**config.mk**
```make
export PLATFORM = sky130hd
export DESIGN_NAME = multicycle_control
export DESIGN_NICKNAME = d
export VERILOG_FILES = /design/src/rtl/multicycle_control_pkg.sv /design/src/rtl/mcc_output_decode.sv /design/src/rtl/multicycle_control.sv
export SDC_FILE = /design/constraint.sdc
export NUM_CORES = 1
export LEC_CHECK = 0
export CAP_MARGIN = 20
export CORE_MARGIN = 1
export CORE_UTILIZATION = 38
export DETAILED_ROUTE_END_ITERATION = 8
export PLACE_DENSITY = 0.76
export SLEW_MARGIN = 25
export SYNTH_ARGS = -nofsm -noshare
export SYNTH_HDL_FRONTEND = slang
export SYNTH_SLANG_ARGS = --single-unit
```
**constraint.sdc**
```tcl
create_clock -name clock -period 2.1 [get_ports clock]
set_input_delay 0.63 -clock clock [delete_from_list [all_inputs] [get_ports clock]]
set_output_delay 0.63 -clock clock [all_outputs]
set_load 0.02 [all_outputs]
```
**src/rtl/multicycle_control_pkg.sv**
```systemverilog
// multicycle_control_pkg: state, opcode and control-code constants for the multicycle controller.
// The JUMP state exists only when MCC_JUMP_EN is defined.
package multicycle_control_pkg;
  typedef enum logic [3:0] {
    FETCH    = 4'd0,
    DECODE   = 4'd1,
    MEMADR   = 4'd2,
    MEMRD    = 4'd3,
    MEMWB    = 4'd4,
    MEMWR    = 4'd5,
    EXEC     = 4'd6,
    RTYPEWB  = 4'd7,
    BRANCH   = 4'd8,
    ADDIEXEC = 4'd9,
    ADDIWB   = 4'd10,
`ifdef MCC_JUMP_EN
    JUMP     = 4'd11,
`endif
    ILLEGAL  = 4'd12
  } state_t;
  localparam logic [5:0] OP_R    = 6'b000000;
  localparam logic [5:0] OP_LW   = 6'b100011;
  localparam logic [5:0] OP_SW   = 6'b101011;
  localparam logic [5:0] OP_BEQ  = 6'b000100;
  localparam logic [5:0] OP_ADDI = 6'b001000;
  localparam logic [5:0] OP_J    = 6'b000010;
  localparam logic [1:0] ALU_ADD   = 2'b00;
  localparam logic [1:0] ALU_SUB   = 2'b01;
  localparam logic [1:0] ALU_FUNCT = 2'b10;
  localparam logic [1:0] SRCB_REG  = 2'b00;
  localparam logic [1:0] SRCB_FOUR = 2'b01;
  localparam logic [1:0] SRCB_IMM  = 2'b10;
  localparam logic [1:0] SRCB_BOFF = 2'b11;
  localparam logic [1:0] PCS_ALU   = 2'b00;
  localparam logic [1:0] PCS_OUT   = 2'b01;
  localparam logic [1:0] PCS_JUMP  = 2'b10;
  typedef struct packed {
    logic       pc_write;
    logic       pc_write_cond;
    logic       iord;
    logic       mem_read;
    logic       mem_write;
    logic       mem_to_reg;
    logic       ir_write;
    logic       alu_src_a;
    logic       reg_write;
    logic       reg_dst;
    logic       illegal;
    logic [1:0] pc_source;
    logic [1:0] alu_op;
    logic [1:0] alu_src_b;
  } ctrl_t;
  function automatic state_t decode_next(input logic [5:0] op);
    return op == OP_R ? EXEC :
           (op == OP_LW || op == OP_SW) ? MEMADR :
           op == OP_BEQ ? BRANCH :
           op == OP_ADDI ? ADDIEXEC :
`ifdef MCC_JUMP_EN
           op == OP_J ? JUMP :
`endif
           ILLEGAL;
  endfunction
endpackage

```
**src/rtl/mcc_output_decode.sv**
```systemverilog
// mcc_output_decode: Moore control decode from state; fetch writes gated by mem_ready.
// JUMP outputs are present only when MCC_JUMP_EN is defined.
module mcc_output_decode
  import multicycle_control_pkg::*;
(
  input  state_t state,
  input  logic   mem_ready,
  output ctrl_t  ctrl
);
  always_comb begin
    ctrl = '0;
    case (state)
      FETCH: begin
        ctrl.mem_read  = 1'b1;
        ctrl.alu_src_b = SRCB_FOUR;
        ctrl.alu_op    = ALU_ADD;
        ctrl.pc_source = PCS_ALU;
        ctrl.ir_write  = mem_ready;
        ctrl.pc_write  = mem_ready;
      end
      DECODE: ctrl.alu_src_b = SRCB_BOFF;
      MEMADR, ADDIEXEC: begin
        ctrl.alu_src_a = 1'b1;
        ctrl.alu_src_b = SRCB_IMM;
      end
      MEMRD: begin
        ctrl.mem_read = 1'b1;
        ctrl.iord     = 1'b1;
      end
      MEMWR: begin
        ctrl.mem_write = 1'b1;
        ctrl.iord      = 1'b1;
      end
      MEMWB: begin
        ctrl.reg_write  = 1'b1;
        ctrl.mem_to_reg = 1'b1;
      end
      EXEC: begin
        ctrl.alu_src_a = 1'b1;
        ctrl.alu_src_b = SRCB_REG;
        ctrl.alu_op    = ALU_FUNCT;
      end
      RTYPEWB: begin
        ctrl.reg_write = 1'b1;
        ctrl.reg_dst   = 1'b1;
      end
      BRANCH: begin
        ctrl.alu_src_a     = 1'b1;
        ctrl.alu_op        = ALU_SUB;
        ctrl.pc_write_cond = 1'b1;
        ctrl.pc_source     = PCS_OUT;
      end
      ADDIWB: ctrl.reg_write = 1'b1;
`ifdef MCC_JUMP_EN
      JUMP: begin
        ctrl.pc_write  = 1'b1;
        ctrl.pc_source = PCS_JUMP;
      end
`endif
      ILLEGAL: ctrl.illegal = 1'b1;
      default: ;
    endcase
  end
endmodule

```
**src/rtl/multicycle_control.sv**
```systemverilog
// multicycle_control: multicycle MIPS control FSM with memory-ready stalls.
// Define MCC_JUMP_EN to decode opcode 000010 as a jump; otherwise it is illegal.
module multicycle_control
  import multicycle_control_pkg::*;
(
  input  logic       clock,
  input  logic       reset,
  input  logic [5:0] Opcode,
  input  logic       mem_ready,
  output logic       PCWrite,
  output logic       PCWriteCond,
  output logic       IorD,
  output logic       MemRead,
  output logic       MemWrite,
  output logic       MemtoReg,
  output logic       IRWrite,
  output logic       ALUSrcA,
  output logic       RegWrite,
  output logic       RegDst,
  output logic       Illegal,
  output logic [1:0] PCSource,
  output logic [1:0] ALUOp,
  output logic [1:0] ALUSrcB,
  output logic [3:0] State
);
  state_t state;
  ctrl_t  dec;
  ctrl_t  ctrl;
  always_ff @(posedge clock or negedge reset)
    if (!reset) state <= FETCH;
    else
      case (state)
        FETCH:    if (mem_ready) state <= DECODE;
        DECODE:   state <= decode_next(Opcode);
        MEMADR:   state <= Opcode == OP_SW ? MEMWR : MEMRD;
        MEMRD:    if (mem_ready) state <= MEMWB;
        MEMWR:    if (mem_ready) state <= FETCH;
        EXEC:     state <= RTYPEWB;
        ADDIEXEC: state <= ADDIWB;
        default:  state <= FETCH;
      endcase
  mcc_output_decode u_dec (
    .state     (state),
    .mem_ready (mem_ready),
    .ctrl      (dec)
  );
  // Reset kills every control output combinationally, so an aborted access stops at once.
  assign ctrl = reset ? dec : '0;
  assign {PCWrite, PCWriteCond, IorD, MemRead, MemWrite, MemtoReg, IRWrite, ALUSrcA,
          RegWrite, RegDst, Illegal, PCSource, ALUOp, ALUSrcB} = ctrl;
  assign State = state;
endmodule

```
After elaboration in Yosys (flattened, before gate mapping)
Index checks and enable logic that the tools add are counted.

Reduce and logical (&&, ||, !) cells: 9. Muxes and demuxes: 23. Eq/ne operators: 18.

Operator list (count): $pmux W4 S7 (1); $mux W4 (5); $mux W17 (1); $eq A4 B3 Y1 const B (4); $eq A4 B4 Y1 const B (4); $eq A6 B6 Y1 const B (2); $mux W1 (11); $mux W3 (3); $eq A4 B2 Y1 const B (2); $eq A6 B3 Y1 const B (1); $eq A6 B4 Y1 const B (1); $logic_not A6 Y1 (1); $ne A2 B2 Y1 const B (3); $pmux W2 S3 (1); $reduce_or A2 Y1 (3); $eq A4 B1 Y1 const B (1); $logic_not A4 Y1 (1); $pmux W2 S2 (1); $reduce_or A4 Y1 (1); $reduce_and A3 Y1 (1); $reduce_or A3 Y1 (1); $logic_or A1 B1 Y1 (1).

Output and inout port bits: 21. Register bits: 4.

Longest topological paths before layout
Gate-level depths: netlist (run 1).

Depth after elaboration: 6. Gate-level depth with buffers: 5.

Hierarchy
A second synthesis (run 1) with hierarchy kept.

Cells, all modules: 84. Area total of the unflattened synthesis: 628.1 um^2.

By module, submodules not included: multicycle_control (sequential area each 100.1 um^2, area each 430.4 um^2, cells each 54, instances 1); mcc_output_decode (sequential area each 0.0 um^2, area each 197.7 um^2, cells each 30, instances 1).

Worst setup path before layout (run 1)
No wires, ideal clock.

Kind: register to output. Start point: register state[1] (netlist: State[1]). End point: output PCWrite. Required time: 1.470 ns. Arrival: 1.813 ns. Setup slack: -0.343 ns. Cell stages (with the launch flop): 5. Cells stage by stage: dfrtp_1 buf_6 nand2b_1 nor4_1 buf_4.

Cells in the longest elaborated chain, start to end: 3.

RTL lines: start, declared (line multicycle_control.sv:26) `state_t state;`; start signal, assigned (line multicycle_control.sv:34) `DECODE: state <= decode_next(Opcode);`; start signal, assigned (line multicycle_control.sv:35) `MEMADR: state <= Opcode == OP_SW ? MEMWR : MEMRD;`; $logic_not A4 Y1 (line mcc_output_decode.sv:12) `case (state)`; $mux W1 (line mcc_output_decode.sv:12); $mux W17 (line multicycle_control.sv:48) `assign ctrl = reset ? dec : '0;`; end, declared (line multicycle_control.sv:10) `output logic PCWrite,`.

No other way between the ends.

Worst setup path after layout (run 1)
Start point: register state[2] (netlist: State[2]). End point: output State[2].

RTL lines: end, declared (line multicycle_control.sv:24) `output logic [3:0] State`.

No word-level cell between the ends.

==> results of run 1 <==
==> layout make-up <==
type,instances,area [µm²]
Multi-Input combinational cell,68,458
Timing Repair Buffer,51,383
Sequential cell,4,104
Clock buffer,3,22.5
Tap cell,15,18.8
Inverter,2,7.51
Fill cell,119,357
==> cells by family (layout without fill, tap and decap cells) <==
family                    count (synthesis)  in the layout
and+or+nand+nor                          51             51
AOI/OAI and AO/OA                        13             13
buffers and inverters                     8             56
DFF                                       4              4
xor gates and xnor gates                  2              2
other                                     1              1
muxes                                     1              1
==> power by group through the flow <==
stage | Sequential, µW | Clock [µW] | Combinational (µW)
CTS | 189 | 96.3 | 1150
global route | 196 | 106 | 1280
floorplan | 208 | 0 | 620
global placement | 179 | 0 | 1150
detailed placement | 180 | 0 | 1170
finish | 189 | 93.3 | 1180
==> metal layers <==
metal | track usage (%) | vias to the layer above | wire length [µm]
li1 | - | 378 | -
met2 | 48.8 | 33 | 970
met5 | 0 | - | 0
met3 | 4.35 | 4 | 100
met4 | 7.50 | 0 | 19
met1 | 25.1 | 349 | 688
==> cells in the mapped netlist, types with 2 or more instances <==
master,number
nor2_1,14
nor3_1,5
nand3b_1,2
a21oi_1,3
o21ai_0,2
nand2_1,6
buf_6,2
and3_1,3
buf_4,4
nand2b_1,6
dfrtp_1,4
nor4_1,2
nand4_1,2
inv_1,2
==> worst register-to-register path, stage by stage, from the launching register on <==
cell and delay, ps:
dfrtp_2 440, buf_4 170, nand2b_1 150, buf_4 160, o21ai_1 140, o2bb2a_4 170, a31oi_1 160
==> path summary, 6_finish.rpt <==
path | from | slack [ps] | endpoint | depth (start not counted)
setup / recovery | State[2]$_DFFE_PN0P_ | 70 | State[2] | 2
hold / removal | reset | 350 | State[2]$_DFFE_PN0P_ | 2
setup reg to reg | State[1]$_DFFE_PN0P_ | 630 | State[2]$_DFFE_PN0P_ | 6
hold reg to reg | State[2]$_DFFE_PN0P_ | 700 | State[3]$_DFFE_PN0P_ | 2
max in group asynchronous | reset | 1590 | State[0]$_DFFE_PN0P_ | 2
min in group clock | State[2]$_DFFE_PN0P_ | 700 | State[3]$_DFFE_PN0P_ | 2
==> through the flow <==
stage	total power, µW	hold WS (ps)	instances	TNS, ps
after global routing	1580	349	143	-7.66
after detailed placement	1350	677	139	-10850
after floorplan	827	334	80	-71.9
final	1460	352	143	0
after CTS	1440	346	142	0
after global placement	1330	680	139	-10340
==> repair_timing <==
action                     4_1_cts  5_1_grt
setup endpoints to repair       16       10
setup buffers                    0        1
resized for setup               79        9
pin swaps                        1        1
==> out/qor.yml, run 1 <==
outcome:
  status: "finished, final reports clean"
sta:
  setup_ws_ps: 66.3
  max_freq_mhz: 492
  clock_skew_ps: 7.88
  period_minus_slack_ps: 2030
  finalMaxSlewViolations: 0
  period_share_pct: 96.8
  hold_viol: 0
  final-setup-viol-count: 0
placement:
  dp.final_hpwl_um: 1390
  place_congestion: 0.882
  port_buffers: 28
  dp_slack_ps: -824
  place_area_um2: 996
synthesis:
  yosysTopAreaCellShare_pct: 17.5
  muxShareOfSynthArea_pct: 1.75
  synth_fa_ha_area_share_pct: 0
  syn-num-nets: 89
  synth_edf_count: 0
  syn_area_per_cell_um2: 7.13
  synth-xor-area-share_pct: 3.07
  yosysWarnings: 0
  synth_seq_cells: 4
  synth_compound_area_share_pct: 17.1
  yosysUniqueCellTypes: 37
  synth_top_area_cell: "dfrtp_1"
  synthCells: 80
  synthTopCellsByArea: "dfrtp_1 (18%), nor2_1 (9.2%), nand2b_1 (6.6%)"
  ys_seq_area_share_pct: 17.5
  synthSimpleGateAreaFrac_pct: 49.3
  syn_area_um2: 571
  synthArstFlopShare_pct: 100
  synth_top_family_by_area: "simple AND/OR/NAND/NOR gates"
  synthFlopType: "dfrtp_1"
finish:
  largest_reg_flops: 4
  area_delta_synth_final_pct: 74.1
  num-nets-final: 139
  finalInstanceArea_um2: 993
  layout_commonest_cell: "buf_4"
  drive_gt1_share_pct: 46.9
  diodes: 0
  fin_util_pct: 73.6
  most-common-layout-cells: "buf_4 (26), nor2_1 (12), buf_2 (12)"
detailed_routing:
  ant_nets: 0
  num_vias: 764
  drt-pass1-iter-count: 4
  drtIter0Drc: 28
  wl_per_cell_um: 12.4
  drt_wl_total_um: 1780
  post-route-drc-count: 0
  vias_per_cell: 5.34
clocking:
  ctsLongestPathBuffers: 2
  cts.hold.buffers_added: 0
  clock_sinks: 4
  cts-root-buf: "clkbuf_4"
  cts_buffers: 3
  cts_tree: "built"
  htree_levels: 1
  clock_latency_ps: 230
  clk_pin_slew_ps: 40
floorplanning:
  pin_count: 30
  core_area_um2: 1350
  rows: 13
  dieArea_um2: 1660
  chipWidth_um: 40.8
  start_util_pct: 42.3
  die_y_um: 40.8
global_routing:
  grt_pass1_wl_um: 2660
  first_global_vias: 681
  grt.overflow.total: 0
  grt.total_usage_pct: 24.5
  grt_max_degree: 12
  antenna_found_initial: 0
setup_path:
  crit_type: "flop to output pin"
  worstPathArrival_ps: 1400
  slowest_delay_ps: 600
  cp-end-kind: "output pin"
  cp_top_family: "buffers and inverters"
  slowest_stage: "clkdlybuf4s50_1"
  cp-start-kind: "flop"
  crit_buf_inv: 2
  cp.required_ps: 1470
  cp_max_fo: 5
  path_cells: "buf_4, clkdlybuf4s50_1"
power_and_ir_drop:
  switching_share_pct: 46.3
  ir_drop_mv: 0.778
  clkPwrFrac_pct: 6.4
  comb_power_share_pct: 80.7
  power_switching_uw: 677
  p_seq_share_pct: 12.9
  cellLeakagePower_uw: 0.000481
  internal-power_uw: 785
  power_density_nw_per_um2: 1470
run:
  maxCapViolCount: 0
min_path:
  hold_path.class: "primary input to async pin"
Power figures use the tool's default switching activity.
==> run 2: changes to the inputs <==
CTS_CLUSTER_DIAMETER = 50   (was default)
==> results of run 2 <==
The final DEF is identical to that of run 1; final timing and power are the same.
